==> src/rtl/stream_cipher_sched_pkg.sv <==
// Shared types and constants for the chaotic-map keystream scheduler and its
// internal-state block.
package stream_cipher_pkg;

    typedef enum logic [2:0] {
        ST_IDLE = 3'd0,
        ST_LOAD = 3'd1,
        ST_SEED = 3'd2,
        ST_WARM = 3'd3,
        ST_RUN  = 3'd4,
        ST_DONE = 3'd5
    } state_e;

    localparam int NS_DEF    = 4;
    localparam int CNT_W_DEF = 16;

    // Internal-state mux select: seed from key setup or iterate the map.
    localparam logic S_SEED = 1'b0;
    localparam logic S_ITER = 1'b1;

endpackage

==> src/rtl/stream_cipher_sched_if.sv <==
// Control/handshake bus between the scheduler and its driver/consumer.
interface stream_cipher_sched_if
    import stream_cipher_pkg::*;
#(
    parameter int CNT_W = CNT_W_DEF
);
    logic             start;
    logic             rekey;
    logic [CNT_W-1:0] num_words;
    logic             ks_ready;
    logic             read0;
    logic             s;
    logic             en1;
    logic             ks_valid;
    logic             busy;
    logic             done;
    logic [CNT_W-1:0] word_cnt;

    modport master (
        output start, rekey, num_words, ks_ready,
        input  read0, s, en1, ks_valid, busy, done, word_cnt
    );

    modport slave (
        input  start, rekey, num_words, ks_ready,
        output read0, s, en1, ks_valid, busy, done, word_cnt
    );
endinterface

==> src/rtl/stream_cipher_sched_cnt.sv <==
// Generic up-counter with synchronous clear (priority over enable) and a
// maskable terminal-count flag.
module stream_cipher_cnt #(
    parameter int W = 4
) (
    input  logic         clk,
    input  logic         rst_n,
    input  logic         clr,
    input  logic         en,
    input  logic         term_en,
    input  logic [W-1:0] term,
    output logic [W-1:0] cnt,
    output logic         tc
);
    logic [W-1:0] cnt_q, cnt_d;

    always_comb begin
        cnt_d = cnt_q;
        if (clr)
            cnt_d = '0;
        else if (en)
            cnt_d = cnt_q + W'(1);
    end

    always_ff @(posedge clk or negedge rst_n) begin
        if (!rst_n)
            cnt_q <= '0;
        else
            cnt_q <= cnt_d;
    end

    assign cnt = cnt_q;
    assign tc  = term_en && (cnt_q == term);
endmodule

==> src/rtl/stream_cipher_sched.sv <==
// Sequencer for the keystream datapath: key/IV load, seed, NS discarded
// warm-up iterations, then a bounded or unbounded valid/ready word stream.
module stream_cipher_sched
    import stream_cipher_pkg::*;
#(
    parameter int NS    = NS_DEF,
    parameter int CNT_W = CNT_W_DEF
) (
    input  logic                  clk,
    input  logic                  reset,
    stream_cipher_sched_if.slave  bus
);
    localparam int WW = $clog2(NS + 1);
    localparam logic [WW-1:0] WARM_TERM = WW'(NS - 1);

    state_e           state_q, state_d;
    logic [CNT_W-1:0] nw_q, nw_d;
    logic             rekey_ok, accept, start_ok;
    logic             warm_tc, word_tc;
    logic [WW-1:0]    warm_cnt;

    assign rekey_ok = bus.rekey &&
                      (state_q == ST_SEED || state_q == ST_WARM || state_q == ST_RUN);
    assign accept   = (state_q == ST_RUN) && bus.ks_ready;
    assign start_ok = (state_q == ST_IDLE) && bus.start;

    always_comb begin
        state_d = state_q;
        nw_d    = nw_q;
        case (state_q)
            ST_IDLE: if (bus.start) begin
                nw_d    = bus.num_words;
                state_d = ST_LOAD;
            end
            ST_LOAD: state_d = ST_SEED;
            ST_SEED: state_d = ST_WARM;
            ST_WARM: if (warm_tc) state_d = ST_RUN;
            ST_RUN:  if (accept && word_tc) state_d = ST_DONE;
            ST_DONE: state_d = ST_IDLE;
            default: state_d = ST_IDLE;
        endcase
        // Rekey overrides any same-cycle accept or completion.
        if (rekey_ok)
            state_d = ST_LOAD;
    end

    always_ff @(posedge clk or negedge reset) begin
        if (!reset) begin
            state_q <= ST_IDLE;
            nw_q    <= '0;
        end else begin
            state_q <= state_d;
            nw_q    <= nw_d;
        end
    end

    stream_cipher_cnt #(.W(WW)) u_warm_cnt (
        .clk     (clk),
        .rst_n   (reset),
        .clr     (state_q == ST_SEED),
        .en      (state_q == ST_WARM),
        .term_en (1'b1),
        .term    (WARM_TERM),
        .cnt     (warm_cnt),
        .tc      (warm_tc)
    );

    // num_words == 0 disables the terminal so the count simply wraps.
    stream_cipher_cnt #(.W(CNT_W)) u_word_cnt (
        .clk     (clk),
        .rst_n   (reset),
        .clr     (start_ok || rekey_ok),
        .en      (accept && !rekey_ok),
        .term_en (nw_q != '0),
        .term    (nw_q - CNT_W'(1)),
        .cnt     (bus.word_cnt),
        .tc      (word_tc)
    );

    assign bus.read0    = (state_q == ST_LOAD);
    assign bus.s        = (state_q == ST_WARM || state_q == ST_RUN) ? S_ITER : S_SEED;
    assign bus.en1      = !rekey_ok && ((state_q == ST_SEED) || (state_q == ST_WARM) ||
                                        accept);
    assign bus.ks_valid = (state_q == ST_RUN);
    assign bus.busy     = (state_q != ST_IDLE);
    assign bus.done     = (state_q == ST_DONE);

    logic unused_ok;
    assign unused_ok = ^warm_cnt;
endmodule

==> src/flat_wrapper.sv <==
// flat-port wrapper written by rule: the top's interface ports become plain ports
module stream_cipher_sched_flat import stream_cipher_pkg::*;
#(
    parameter int NS    = NS_DEF,
    parameter int CNT_W = CNT_W_DEF
)
  (clk, reset, bus_start, bus_rekey, bus_num_words, bus_ks_ready, bus_read0, bus_s, bus_en1, bus_ks_valid, bus_busy, bus_done, bus_word_cnt);
  stream_cipher_sched_if #(.CNT_W(CNT_W)) bus_i ();
  input  logic clk;
  input  logic reset;
  input wire logic [$bits(bus_i.start)-1:0] bus_start;
  input wire logic [$bits(bus_i.rekey)-1:0] bus_rekey;
  input wire logic [$bits(bus_i.num_words)-1:0] bus_num_words;
  input wire logic [$bits(bus_i.ks_ready)-1:0] bus_ks_ready;
  output wire logic [$bits(bus_i.read0)-1:0] bus_read0;
  output wire logic [$bits(bus_i.s)-1:0] bus_s;
  output wire logic [$bits(bus_i.en1)-1:0] bus_en1;
  output wire logic [$bits(bus_i.ks_valid)-1:0] bus_ks_valid;
  output wire logic [$bits(bus_i.busy)-1:0] bus_busy;
  output wire logic [$bits(bus_i.done)-1:0] bus_done;
  output wire logic [$bits(bus_i.word_cnt)-1:0] bus_word_cnt;
  assign bus_i.start = bus_start;
  assign bus_i.rekey = bus_rekey;
  assign bus_i.num_words = bus_num_words;
  assign bus_i.ks_ready = bus_ks_ready;
  assign bus_read0 = bus_i.read0;
  assign bus_s = bus_i.s;
  assign bus_en1 = bus_i.en1;
  assign bus_ks_valid = bus_i.ks_valid;
  assign bus_busy = bus_i.busy;
  assign bus_done = bus_i.done;
  assign bus_word_cnt = bus_i.word_cnt;
  stream_cipher_sched #(.NS(NS), .CNT_W(CNT_W)) u_core (.clk(clk), .reset(reset), .bus(bus_i));
endmodule
==> config.mk <==
export PLATFORM = sky130hd
export DESIGN_NAME = stream_cipher_sched_flat
export DESIGN_NICKNAME = d
export VERILOG_FILES = /design/src/rtl/stream_cipher_sched_pkg.sv /design/src/rtl/stream_cipher_sched_if.sv /design/src/rtl/stream_cipher_sched_cnt.sv /design/src/rtl/stream_cipher_sched.sv /design/src/flat_wrapper.sv
export SDC_FILE = /design/constraint.sdc
export NUM_CORES = 1
export LEC_CHECK = 0
export CORE_ASPECT_RATIO = 1.4
export CORE_UTILIZATION = 40
export DETAILED_ROUTE_END_ITERATION = 7
export HOLD_SLACK_MARGIN = 0.06
export PLACE_DENSITY_LB_ADDON = 0.3
export SYNTH_ARGS = -nofsm -noshare
export SYNTH_HDL_FRONTEND = slang
export SYNTH_SLANG_ARGS = --single-unit
==> constraint.sdc <==
create_clock -name clk -period 2.7 [get_ports clk]
set_input_delay 0.27 -clock clk [delete_from_list [all_inputs] [get_ports clk]]
set_output_delay 0.27 -clock clk [all_outputs]
set_load 0.01 [all_outputs]
==> flow_summary.json <==
{
  "clock_skew_ns": 0.00698,
  "fin_crit_ns": 2.48,
  "cts_resized": 0,
  "chipHeight_um": 92.5,
  "ir_drop_v": 0.000353,
  "crit_path_top_delay_cell": "dfrtp_1",
  "max_freq_mhz": 403,
  "coreArea_mm2": 0.00557,
  "fin_ws_ns": 0.216,
  "maxCapViolations": 0,
  "finalCritPeriodShare": 0.920,
  "area_growth_pct": 23.9,
  "crit_fanout": 12,
  "gp_congestion": 0.814,
  "hpwl_um": 3810,
  "cp.depth": 4,
  "rsz0062_at_grt": "false",
  "combPwrFrac": 0.378,
  "ff2ff_path_depth": 6,
  "rows": 32,
  "cp.required_ns": 2.43,
  "ys_top_cells_by_area": "dfrtp_1, xnor2_1, mux2_2",
  "syn_inst": 245,
  "tightest_slew_ns": 0.829,
  "intPower_uw": 1390,
  "synth_top_area_cell": "dfrtp_1",
  "drt_pre_antenna_iters": 4,
  "slew_viol_final": 0,
  "holdWs_ns": 0.0767,
  "synth_cell_types": 49,
  "crit_family": "simple AND/OR/NAND/NOR gates",
  "setup_viol": 0,
  "drc": 0,
  "wl_per_cell_um": 14.5,
  "clock_path_buffers": 2,
  "cp_cell_sequence": "nor3b_4 > nand2_1 > a21oi_1 > clkdlybuf4s50_1",
  "p_per_area_mw_per_mm2": 786,
  "clk_pin_slew_ns": 0.07,
  "cts_hold_buf": 0,
  "post-route-util": 0.521,
  "p_sw_uw": 886,
  "hold_class": "input pin to async pin",
  "fin_nets": 310,
  "start_kind": "flip-flop",
  "crit_type": "flip-flop to output port",
  "antennaDiodeCount": 0,
  "synth_edf_count": 0,
  "netSwitchingFraction": 0.389,
  "synth_seq_cells": 38,
  "slew-limit-headroom": 0.448,
  "insertion_delay_ns": 0.29,
  "dr.first_iter.drc_count": 89,
  "vias": 1908,
  "leakage_uw": 0.00113,
  "avgViaCountPerCell": 5.41,
  "synth_ff_type": "dfrtp_1",
  "overflow": 0,
  "antenna_left": 0,
  "yosys_warnings": 0,
  "cp-end-kind": "output port",
  "p_clk_frac": 0.178,
  "antenna_found_initial": 0,
  "cts_root_buffer": "clkbuf_8",
  "drive_above_1_share": 0.112,
  "final_cell_mix": "clkdlybuf4s50_1, dfrtp_1, nor2_1, nand2_1, xnor2_1",
  "grt_pass1_vias": 1831,
  "max_stage_delay_ns": 0.57,
  "io_buffers": 42,
  "critPathBufInv": 1,
  "p_seq_frac": 0.445,
  "cts_max_level": 2,
  "final_hold_viol_count": 0,
  "outcome": "completed",
  "synth.top_cell.area_share": 0.406,
  "cts_tree": "built",
  "syn_area_per_cell_um2": 9.56,
  "grtUsageTotal": 0.186,
  "io_pins": 43,
  "wirelength_um": 5130,
  "async_flop_share": 1.00,
  "seq_area_frac_synth": 0.406,
  "setup_tns_ns": 0,
  "synth_nets": 271,
  "initial_core_util": 0.421,
  "grt_max_degree": 39,
  "clock-sinks": 38,
  "arrival_ns": 2.21,
  "die_x_um": 66.7,
  "grt_pass1_wl_um": 8730,
  "layout_commonest_cell": "clkdlybuf4s50_1",
  "post-cts-setup-buffers": 0,
  "synthesis.area_mm2": 0.00234,
  "place_ws_ns": 0.370,
  "numCtsBuffers": 5,
  "die_area_mm2": 0.00617
}
## through the flow
step                std cells  total power, µW  cell area (µm²)
floorplan                 245             1650             2340
global placement          345             1870             2810
detailed placement        345             1890             2810
CTS                       353             2300             2900
global route              353             2460             2900
finish                    353             2280             2900
## registers in the layout (all words and copies together), names as in the netlist
register	count
u_core.nw_q	16
u_core.state_q	3
u_core.u_warm_cnt.cnt	3
u_core.u_word_cnt.cnt	16
## power groups by stage
stage	logic [µW]	clock network [µW]	registers [µW]
4_1_cts	869	419	1020
2_1_floorplan	763	0	885
3_3_place_gp	847	0	1020
3_5_place_dp	865	0	1030
6_report	861	405	1010
5_1_grt	973	438	1050
## synthesized netlist by cell type, types with 3 or more instances
master,instances
nand2b_1,4
ha_1,5
dfrtp_1,38
a31oi_1,4
nand4_1,5
nor3_1,6
inv_1,7
o21ai_0,7
mux2_2,14
nor4b_1,3
nor4_1,3
nor2_1,27
nor3b_1,3
nand2_1,21
nand3_1,14
xnor2_1,20
clkbuf_1,6
a21oi_1,8
xor2_1,12
## layout make-up
type,count,area (µm²)
Inverter,7,26.3
Tap cell,68,85.1
Fill cell,540,2670
Clock buffer,6,82.6
Clock inverter,2,12.5
Sequential cell,38,951
Multi-Input combinational cell,189,1320
Timing Repair Buffer,43,423
## worst register-to-register path, stage by stage (launching register included)
cell and delay (ns):
dfrtp_1 0.57, nor3b_4 0.37, and2_1 0.24, nand2_2 0.13, a2111oi_0 0.58, xnor2_1 0.18
nor2_1 0.05
## cells by family (layout without fill, tap and decap cells)
group,count (synthesis),after routing,share of synthesized area
flops,38,38,0.406
mux,14,14,0.0673
fa+ha+maj,5,5,0.0267
simple gates,106,106,0.255
buf+inv,18,58,0.0337
xor+xnor,32,32,0.120
compound gates,32,32,0.0909
## final timing paths
kind	slack, ns	from	to
max in group asynchronous	2.11	reset	u_core.nw_q[15]$_DFFE_PN0P_
worst min register to register	0.48	u_core.u_warm_cnt.cnt[1]$_DFFE_PN0N_	u_core.u_warm_cnt.cnt[1]$_DFFE_PN0N_
worst min-delay path	0.08	reset	u_core.u_word_cnt.cnt[0]$_DFFE_PN0P_
worst max register to register	0.45	u_core.state_q[2]$_DFFE_PN0P_	u_core.u_word_cnt.cnt[10]$_DFFE_PN0P_
min in group clk	0.48	u_core.u_warm_cnt.cnt[1]$_DFFE_PN0N_	u_core.u_warm_cnt.cnt[1]$_DFFE_PN0N_
worst max-delay path	0.22	u_core.state_q[2]$_DFFE_PN0P_	bus_en1
## layer usage
metal | global-route usage | wire (µm)
met1 | 0.237 | 2250
met4 | 0.0638 | 70
met5 | 0 | 0
met3 | 0.0283 | 190
met2 | 0.313 | 2620
No activity file was read; power rests on OpenSTA's default activity.
